==> src/rtl/mips_pkg.sv <==
// Shared MIPS32 front-end types: redirect encodings and fetch FSM states.
package mips_pkg;

    typedef enum logic [1:0] {
        REDIR_BR  = 2'b00,
        REDIR_J   = 2'b01,
        REDIR_JR  = 2'b10,
        REDIR_RSV = 2'b11
    } redir_type_e;

    typedef enum logic [1:0] {
        S_REQ    = 2'b00,
        S_HOLD   = 2'b01,
        S_SQUASH = 2'b10,
        S_HALT   = 2'b11
    } fetch_state_e;

endpackage

==> src/rtl/fetch_ctrl_redir_target.sv <==
// Combinational redirect target mux; flags jr targets that are not word aligned.
module redir_target
    import mips_pkg::*;
(
    input  logic [1:0]  redir_type,
    input  logic [31:0] redir_pc_4,
    input  logic [31:0] redir_imm,
    input  logic [25:0] redir_target26,
    input  logic [31:0] redir_reg,
    output logic [31:0] target,
    output logic        misalign
);

    always_comb begin
        target   = redir_pc_4;
        misalign = 1'b0;
        case (redir_type_e'(redir_type))
            REDIR_BR: target = redir_pc_4 + {redir_imm[29:0], 2'b00};
            REDIR_J:  target = {redir_pc_4[31:28], redir_target26, 2'b00};
            REDIR_JR: begin
                target   = redir_reg;
                misalign = (redir_reg[1:0] != 2'b00);
            end
            default:  target = redir_pc_4;
        endcase
    end

endmodule

==> src/rtl/fetch_ctrl.sv <==
// Instruction fetch sequencer: owns the PC, runs the imem req/ack handshake,
// buffers returned words (output reg + skid) toward decode and applies redirects.
module fetch_ctrl
    import mips_pkg::*;
#(
    parameter logic [31:0] RESET_PC = 32'h0000_0000
) (
    input  logic        clk,
    input  logic        rst_n,
    output logic        imem_req,
    output logic [31:0] imem_addr,
    input  logic        imem_ack,
    input  logic [31:0] imem_rdata,
    output logic        if_valid,
    output logic [31:0] if_inst,
    output logic [31:0] if_pc_4,
    input  logic        if_ready,
    input  logic        redir_valid,
    input  logic [1:0]  redir_type,
    input  logic [31:0] redir_pc_4,
    input  logic [31:0] redir_imm,
    input  logic [25:0] redir_target26,
    input  logic [31:0] redir_reg,
    output logic        fault
);

    fetch_state_e state_q, state_d;
    logic [31:0]  pc_q, pc_d;
    logic [31:0]  squash_addr_q, squash_addr_d;
    logic         started_q, started_d;
    logic         out_valid_q, out_valid_d;
    logic [31:0]  out_inst_q, out_inst_d;
    logic [31:0]  out_pc4_q, out_pc4_d;
    logic         skid_valid_q, skid_valid_d;
    logic [31:0]  skid_inst_q, skid_inst_d;
    logic [31:0]  skid_pc4_q, skid_pc4_d;
    logic         fault_q, fault_d;

    logic [31:0]  redir_tgt;
    logic         redir_misalign;
    logic         ack_ok;
    logic         drain;
    logic         redir_take;

    redir_target u_redir_target (
        .redir_type     (redir_type),
        .redir_pc_4     (redir_pc_4),
        .redir_imm      (redir_imm),
        .redir_target26 (redir_target26),
        .redir_reg      (redir_reg),
        .target         (redir_tgt),
        .misalign       (redir_misalign)
    );

    // started_q keeps imem_req low during the first cycle out of reset.
    assign imem_req   = started_q && ((state_q == S_REQ) || (state_q == S_SQUASH));
    assign imem_addr  = (state_q == S_SQUASH) ? squash_addr_q : pc_q;
    assign ack_ok     = imem_req && imem_ack;
    assign drain      = out_valid_q && if_ready;
    assign redir_take = redir_valid && (redir_type != REDIR_RSV) && (state_q != S_HALT);

    assign if_valid = out_valid_q;
    assign if_inst  = out_inst_q;
    assign if_pc_4  = out_pc4_q;
    assign fault    = fault_q;

    always_comb begin
        state_d       = state_q;
        pc_d          = pc_q;
        squash_addr_d = squash_addr_q;
        started_d     = 1'b1;
        out_valid_d   = out_valid_q;
        out_inst_d    = out_inst_q;
        out_pc4_d     = out_pc4_q;
        skid_valid_d  = skid_valid_q;
        skid_inst_d   = skid_inst_q;
        skid_pc4_d    = skid_pc4_q;
        fault_d       = fault_q;

        if (drain) begin
            if (skid_valid_q) begin
                out_inst_d   = skid_inst_q;
                out_pc4_d    = skid_pc4_q;
                skid_valid_d = 1'b0;
            end else begin
                out_valid_d  = 1'b0;
            end
        end

        case (state_q)
            S_REQ: begin
                if (ack_ok) begin
                    pc_d = pc_q + 32'd4;
                    if ((!out_valid_q || drain) && !skid_valid_q) begin
                        out_valid_d = 1'b1;
                        out_inst_d  = imem_rdata;
                        out_pc4_d   = pc_q + 32'd4;
                    end else begin
                        skid_valid_d = 1'b1;
                        skid_inst_d  = imem_rdata;
                        skid_pc4_d   = pc_q + 32'd4;
                        state_d      = S_HOLD;
                    end
                end
            end
            S_HOLD: begin
                if (!skid_valid_d) state_d = S_REQ;
            end
            S_SQUASH: begin
                if (ack_ok) state_d = S_REQ;
            end
            S_HALT: begin
                out_valid_d  = 1'b0;
                skid_valid_d = 1'b0;
            end
            default: state_d = S_REQ;
        endcase

        // A redirect overrides any buffering decision made above this cycle.
        if (redir_take) begin
            out_valid_d  = 1'b0;
            skid_valid_d = 1'b0;
            if (redir_misalign) begin
                fault_d = 1'b1;
                state_d = S_HALT;
            end else begin
                pc_d = redir_tgt;
                if (imem_req && !imem_ack) begin
                    state_d       = S_SQUASH;
                    squash_addr_d = imem_addr;
                end else begin
                    state_d = S_REQ;
                end
            end
        end
    end

    always_ff @(posedge clk or negedge rst_n) begin
        if (!rst_n) begin
            state_q       <= S_REQ;
            pc_q          <= RESET_PC;
            squash_addr_q <= RESET_PC;
            started_q     <= 1'b0;
            out_valid_q   <= 1'b0;
            out_inst_q    <= 32'h0;
            out_pc4_q     <= 32'h0;
            skid_valid_q  <= 1'b0;
            skid_inst_q   <= 32'h0;
            skid_pc4_q    <= 32'h0;
            fault_q       <= 1'b0;
        end else begin
            state_q       <= state_d;
            pc_q          <= pc_d;
            squash_addr_q <= squash_addr_d;
            started_q     <= started_d;
            out_valid_q   <= out_valid_d;
            out_inst_q    <= out_inst_d;
            out_pc4_q     <= out_pc4_d;
            skid_valid_q  <= skid_valid_d;
            skid_inst_q   <= skid_inst_d;
            skid_pc4_q    <= skid_pc4_d;
            fault_q       <= fault_d;
        end
    end

endmodule

==> config.mk <==
export PLATFORM = sky130hd
export DESIGN_NAME = fetch_ctrl
export DESIGN_NICKNAME = d
export VERILOG_FILES = /design/src/rtl/mips_pkg.sv /design/src/rtl/fetch_ctrl_redir_target.sv /design/src/rtl/fetch_ctrl.sv
export SDC_FILE = /design/constraint.sdc
export NUM_CORES = 1
export LEC_CHECK = 0
export BUFFER_PORTS_ARGS = -buffer_cell sky130_fd_sc_hd__buf_2
export CORE_ASPECT_RATIO = 0.9
export CORE_MARGIN = 5
export CORE_UTILIZATION = 26
export CTS_BUF_LIST = sky130_fd_sc_hd__clkbuf_8
export CTS_CLUSTER_SIZE = 14
export DETAILED_ROUTE_END_ITERATION = 10
export PLACE_DENSITY_LB_ADDON = 0.3
export SLEW_MARGIN = 25
export SYNTH_ARGS = -nofsm -noshare
export SYNTH_HDL_FRONTEND = slang
export SYNTH_HIERARCHICAL = 1
export SYNTH_SLANG_ARGS = --single-unit
==> constraint.sdc <==
create_clock -name clk -period 1.8 [get_ports clk]
set_input_delay 0 -clock clk [delete_from_list [all_inputs] [get_ports clk]]
set_output_delay 0 -clock clk [all_outputs]
set_load 0.05 [all_outputs]
==> results of run 1 <==
[worst paths after layout]
path	depth (start not counted)	end
worst max-delay path	11	pc_q[21]$_DFF_PN0_
worst min-delay path	2	if_pc_4[5]$_DFF_PN0_
worst max register to register	11	pc_q[21]$_DFF_PN0_
worst min register to register	2	skid_pc4_q[8]$_DFFE_PN0P_
max in group asynchronous	3	if_pc_4[24]$_DFF_PN0_
min in group clk	5	pc_q[26]$_DFF_PN0_
[what timing repair did]
item,4_1_cts,5_1_grt
gates cloned,22,15
pin swaps,45,98
resized for setup,277,390
hold endpoints to repair,299,0
endpoints found under the setup margin,215,229
hold buffers,112,0
setup buffers,31,24
[cells by family (layout without fill, tap and decap cells)]
logic type,after synthesis,after routing,synth area share
fa+ha+maj,35,35,0.0373
buf+inv,90,699,0.0365
flops,198,198,0.415
compound gates,222,222,0.109
simple gates,293,294,0.126
xor+xnor,80,80,0.0587
other cells,1,1,0.000314
mux,209,209,0.217
[flip-flops by register name, indices dropped and copies added, names as in the netlist, 2 cells and up]
name,flops
if_pc_4,32
skid_pc4_q,32
pc_q,32
if_inst,32
squash_addr_q,32
state_q,2
skid_inst_q,32
[worst reg2reg max path, cell delays in order, from the launching register on]
cell	delay (ns)
dfrtp_1	0.44
buf_6	0.15
inv_4	0.05
ha_4	0.14
buf_12	0.10
nand3_4	0.11
buf_12	0.16
nor4_4	0.21
buf_6	0.19
nand4_1	0.12
xor2_1	0.20
o21ai_1	0.08
[stage by stage]
stage / instances / util
CTS: 2319 / 0.418
global route: 2346 / 0.453
floorplan: 1128 / -
detailed placement: 2122 / 0.343
finish: 2346 / 0.453
global placement: 2122 / 0.343
[per-layer routing]
metal / track usage / part of all wire
met1: 0.210 / 0.43
met2: 0.281 / 0.51
met3: 0.0376 / 0.046
met4: 0.0332 / 0.015
met5: 0 / 0
[cells in the final DEF (no fill, tap or decap), types with 25 or more instances in the layout]
master / netlist / layout
buf_2: 26 / 218
dfrtp_1: 198 / 194
buf_4: 12 / 153
dlygate4sd3_1: 0 / 112
mux2_4: 0 / 82
nand2_1: 137 / 64
buf_6: 0 / 64
o21ai_2: 1 / 57
mux2_2: 133 / 51
mux2i_1: 50 / 50
o21ai_1: 28 / 43
xor2_1: 51 / 38
buf_8: 0 / 38
nand2_2: 1 / 36
nand2_4: 0 / 36
buf_12: 0 / 36
nor2_1: 49 / 33
a21oi_1: 55 / 28
xnor2_1: 29 / 27
mux4_2: 26 / 26
a21oi_2: 1 / 25
[power by group]
| part | total, mW | switching (mW) | internal (mW) |
|---|---|---|---|
| combinational | 18.2 | 9.95 | 8.24 |
| clock | 3.13 | 1.79 | 1.34 |
| sequential | 7.43 | 1.25 | 6.18 |
[area by class of cell]
| class | count | area (sq um) | area share |
|---|---|---|---|
| clock buffer | 18 | 248 | 0.0120 |
| clock inverter | 14 | 184 | 0.00894 |
| inverter | 18 | 70.1 | 0.00341 |
| multi-input combinational | 841 | 8250 | 0.401 |
| sequential | 198 | 4960 | 0.241 |
| tap | 608 | 761 | 0.0370 |
| timing repair buffer | 649 | 6100 | 0.297 |
==> qor.txt, run 1 <==
Leakage: 9.80 nW
TritonRoute pass-1 iters: 6
Power Density: 1400 nW/um^2
n_diodes: 0
skew final: 0.0200 ns
minimum clock period: 2.05 ns
register bit count reported by yosys: 198
row count: 74
Die Width: 236 um
clock sink count: 198
final hold vios: 0
Root Buffer: clkbuf_8
setup slack after placement: -0.837 ns
Main synth FF type: dfrtp_1
DRT Wirelength: 44400 um
Yosys warnings: 6
RSZ-0062 raised after global routing: yes
CTS tree: done
nets@finish: 1921
Yosys top cell by area: dfrtp_1
relative slew slack: 0.622
# DRC: 0
count leader, synth: dfrtp_1
max-cap viol count: 0
Max stage delay on crit path: 0.44 ns
Crit. End Element: flop
outcome: complete, but fails checks
synth top area cells: dfrtp_1 42%, mux2_2 13%, mux4_2 4.9%
Initial Utilization: 0.263
Port-buffer cells: 257
Crit path arrival time: 2.43 ns
global route overflow: 0
worst path required time: 2.18 ns
largest net degree at the start of global routing: 55
Reg2Reg Launch Point: state_q[1]$_DFFE_PN0P_
area grow syn2layout: 72.4%
Synth Cell Area: 11900 sq um
post-synth cell types: 72
vias in the first global route: 11300
die area: 50300 sq um
global-route wire length before repair: 64700 um
CP max-delay cell: dfrtp_1
routed len/inst: 18.9 um
CP startpoint: state_q[1]$_DFFE_PN0P_
Chip Height: 213 um
Final Setup Violations: 226
Synthesized Nets: 1324
GPL Wtd Cong: 0.838
CP Launch Type: flop
critical path fanouts, max: 5
CP top delay family: buffers and inverters
initial drt markers: 417
worst skew pair latency: 0.50 ns
DP Wirelength: 29000 um
core area: 45400 sq um
top cell type's share of synthesized area: 0.415
Fillers: 4167
hold_ws: 0.0343 ns
Reg clk slew, reported paths: 0.11 ns
CP cell instances: buf_6 > inv_4 > ha_4 > buf_12 > nand3_4 > buf_12 > nor4_4 > buf_6 > nand4_1 > xor2_1 > o21ai_1
post-synthesis async set-or-reset flop share: 1.00
crit path buf inv count: 5
finished layout cell area: 20600 sq um
share of layout cells above drive strength 1: 0.572
Slew @ Worst Pin: 0.564 ns
Vias/cell: 4.72
Setup TNS: -34.45 ns
Avg Inst Size Synth: 10.6 sq um
Slew Viols, Final: 0
top post-synthesis cells by count: 198 x dfrtp_1, 137 x nand2_1, 133 x mux2_2
post-route worst setup slack: -0.252 ns
Tcrit/Tclk final: 1.14
Post-DP Area: 15600 sq um
Max Root-Sink Buffers: 2
number of buffers created by CTS: 17
failing checks: negative setup slack
initial antenna violation count: 0
FF-to-FF setup slack: -0.25 ns
H-tree levels: 4
total power: 28.7 mW
Post-synth EDFFs: 0
Critical Setup Path Class: flop to flop
register area share after synthesis: 0.415
Boundary Pins: 260
post-route antenna net violation count: 0
synthesized instance count: 1128
Hold Path Class: input pin to async pin
VDD IR max: 0.860 mV
Tot GR Track Use: 0.162
Peak Freq: 487 MHz
Vias: 11100
(Power assumes the default switching activity.)
==> inputs of run 2 (changes only) <==
Settings changed: CTS_CLUSTER_SIZE 14 to default, SKIP_CTS_REPAIR_TIMING from default to 1.
Clock period 1.8 ns to 2.1 ns, I/O delays scaled along.
==> run 2 against run 1 <==
- the run ends with negative hold slack left
- clock-buffer cell count decreased by 1
- sequential power decreased by 15%
- global-route usage decreased by 2.0 points
- clock power decreased by 16%
- clock skew increased by 0.0070 ns
- die area unchanged
- hold slack got worse by 0.058 ns
- total power decreased by 32%
- final cell count decreased by 7.2%
- routed wire length decreased by 17%
- non-clock buffer count decreased by 168
- sequential cell count unchanged
- largest cell class unchanged
==> qor.txt, run 2 (synthesis results as in run 1) <==
outcome: complete, but fails checks (unchanged)
failing checks: negative hold slack (was negative setup slack)
Die Width: 236 um (unchanged)
WL met3: 1830 um (was 2030 um)
Tot GR Track Use: 0.143 (was 0.162)
global-route wire length before repair: 57100 um (was 64700 um)
minimum clock period: 2.04 ns
row count: 74 (unchanged)
RSZ-0062 raised after global routing: yes (unchanged)
Crit. End Element: flop (unchanged)
global route overflow: 0 (unchanged)
Final Util: 0.363 (was 0.453)
clock sink count: 198 (unchanged)
final hold vios: 1 (was 0)
number of buffers created by CTS: 17 (unchanged)
initial antenna violation count: 0 (unchanged)
Setup TNS: 0 ns (was -34.45 ns)
Boundary Pins: 260 (unchanged)
met2 wire len: 16900 um (was 22800 um)
crit path buf inv count: 1 (was 5)
Leakage: 7.81 nW (was 9.80 nW)
die area: 50300 sq um (unchanged)
total power: 19.4 mW (was 28.7 mW)
largest net degree at the start of global routing: 78 (was 55)
Slew Viols, Final: 0 (unchanged)
vias in the first global route: 10100 (was 11300)
Fillers: 4575 (was 4167)
critical path fanouts, max: 3 (was 5)
nets@finish: 1752 (was 1921)
Vias: 9955 (was 11100)
Reg clk slew, reported paths: 0.11 ns (about the same)
DRT Wirelength: 36900 um (was 44400 um)
relative slew slack: 0.659 (was 0.622)
hold_ws: -0.0233 ns (was 0.0343 ns)
Max Root-Sink Buffers: 2 (unchanged)
routed len/inst: 17.0 um (was 18.9 um)
CP cell instances: buf_2 > ha_1 > a21oi_2 > nand4b_1 > a21oi_4 > a2111oi_4 > o31ai_2 > a21oi_1 > xnor2_1 > mux4_2 > nand2_1 > o21ai_0 (was buf_6 > inv_4 > ha_4 > buf_12 > nand3_4 > buf_12 > nor4_4 > buf_6 > nand4_1 > xor2_1 > o21ai_1)
finished layout cell area: 16500 sq um (was 20600 sq um)
CP top delay family: compound AO/OA/AOI/OAI gates (was buffers and inverters)
Layout Cells excl Fill: 2177 (was 2346)
skew final: 0.0270 ns (was 0.0200 ns)
Max stage delay on crit path: 0.49 ns (was 0.44 ns)
GPL Wtd Cong: 0.858 (was 0.838)
area grow syn2layout: 38.1% (was 72.4%)
Slew @ Worst Pin: 0.512 ns (was 0.564 ns)
setup slack after placement: -0.553 ns (was -0.837 ns)
CP max-delay cell: mux4_2 (was dfrtp_1)
DP Wirelength: 28500 um (was 29000 um)
Vias/cell: 4.57 (was 4.72)
CP Launch Type: input pin (was flop)
TritonRoute pass-1 iters: 5 (was 6)
initial drt markers: 428 (was 417)
post-route antenna net violation count: 0 (unchanged)
Final Setup Violations: 0 (was 226)
most common cell after layout, fill and taps aside: buf_2 (unchanged)
Post-DP Area: 14900 sq um (was 15600 sq um)
leading cell types in the layout, fill and taps excluded: 249 x buf_2, 198 x dfrtp_1, 137 x nand2_1 (was 218 x buf_2, 194 x dfrtp_1, 153 x buf_4)
Initial Utilization: 0.263 (unchanged)
Root Buffer: clkbuf_8 (unchanged)
worst path required time: 2.47 ns (was 2.18 ns)
n_diodes: 0 (unchanged)
CTS tree: done (unchanged)
post-route worst setup slack: 0.0597 ns (was -0.252 ns)
share of layout cells above drive strength 1: 0.400 (was 0.572)
Critical Setup Path Class: input pin to flop (was flop to flop)
VDD IR max: 0.772 mV (was 0.860 mV)
Crit path arrival time: 2.41 ns (was 2.43 ns)
Routed met1 length: 17400 um (was 18900 um)
max-cap viol count: 0 (unchanged)
core area: 45400 sq um (unchanged)
Tcrit/Tclk final: 0.972
Peak Freq: 490 MHz
H-tree levels: 4 (unchanged)
top sig layer: met4 (unchanged)
worst skew pair latency: 0.50 ns (about the same)
Hold Path Class: input pin to flop (was input pin to async pin)
Port-buffer cells: 257 (unchanged)
Power Density: 1180 nW/um^2 (was 1400 nW/um^2)
placed insts: 2040 (was 2122)
Chip Height: 213 um (unchanged)
FF-to-FF setup slack: 0.13 ns (was -0.25 ns)
# DRC: 0 (unchanged)
## run 2: area by class of cell
| cell class | count | area, sq um | area share |
|---|---|---|---|
| clock buffer | 17 | 234 | 0.0142 |
| clock inverter | 15 | 189 | 0.0115 |
| inverter | 18 | 67.6 | 0.00410 |
| multi-input combinational | 840 | 6840 | 0.415 |
| sequential | 198 | 4950 | 0.301 |
| tap | 608 | 761 | 0.0462 |
| timing repair buffer | 481 | 3440 | 0.208 |
## run 2: routing by layer
metal / up-vias / global-route usage
li1: 4905 / -
met1: 4753 / 0.195
met2: 249 / 0.228
met3: 48 / 0.0341
met4: 0 / 0.0400
met5: - / 0
## run 2: path summary, 6_finish.rpt
kind | start | to | cells past startpoint
max | redir_pc_4[3] | pc_q[19]$_DFF_PN0_ | 12
min | redir_reg[26] | pc_q[26]$_DFF_PN0_ | 4
max reg2reg | state_q[1]$_DFFE_PN0P_ | pc_q[25]$_DFF_PN0_ | 8
min reg2reg | skid_pc4_q[21]$_DFFE_PN0P_ | skid_pc4_q[21]$_DFFE_PN0P_ | 2
max in group asynchronous | rst_n | skid_inst_q[23]$_DFFE_PN0P_ | 3
min in group asynchronous | rst_n | if_inst[3]$_DFF_PN0_ | 2
## run 2: tightest hold or removal path, stage by stage
cell	delay [ns]
buf_2	0.11
mux4_2	0.22
nand2_1	0.04
o21ai_0	0.06
## run 2: power by group
group / switching (mW) / internal, mW
sequential: 1.02 / 5.28
combinational: 6.88 / 3.60
clock: 1.53 / 1.11
total: 9.43 / 10.0
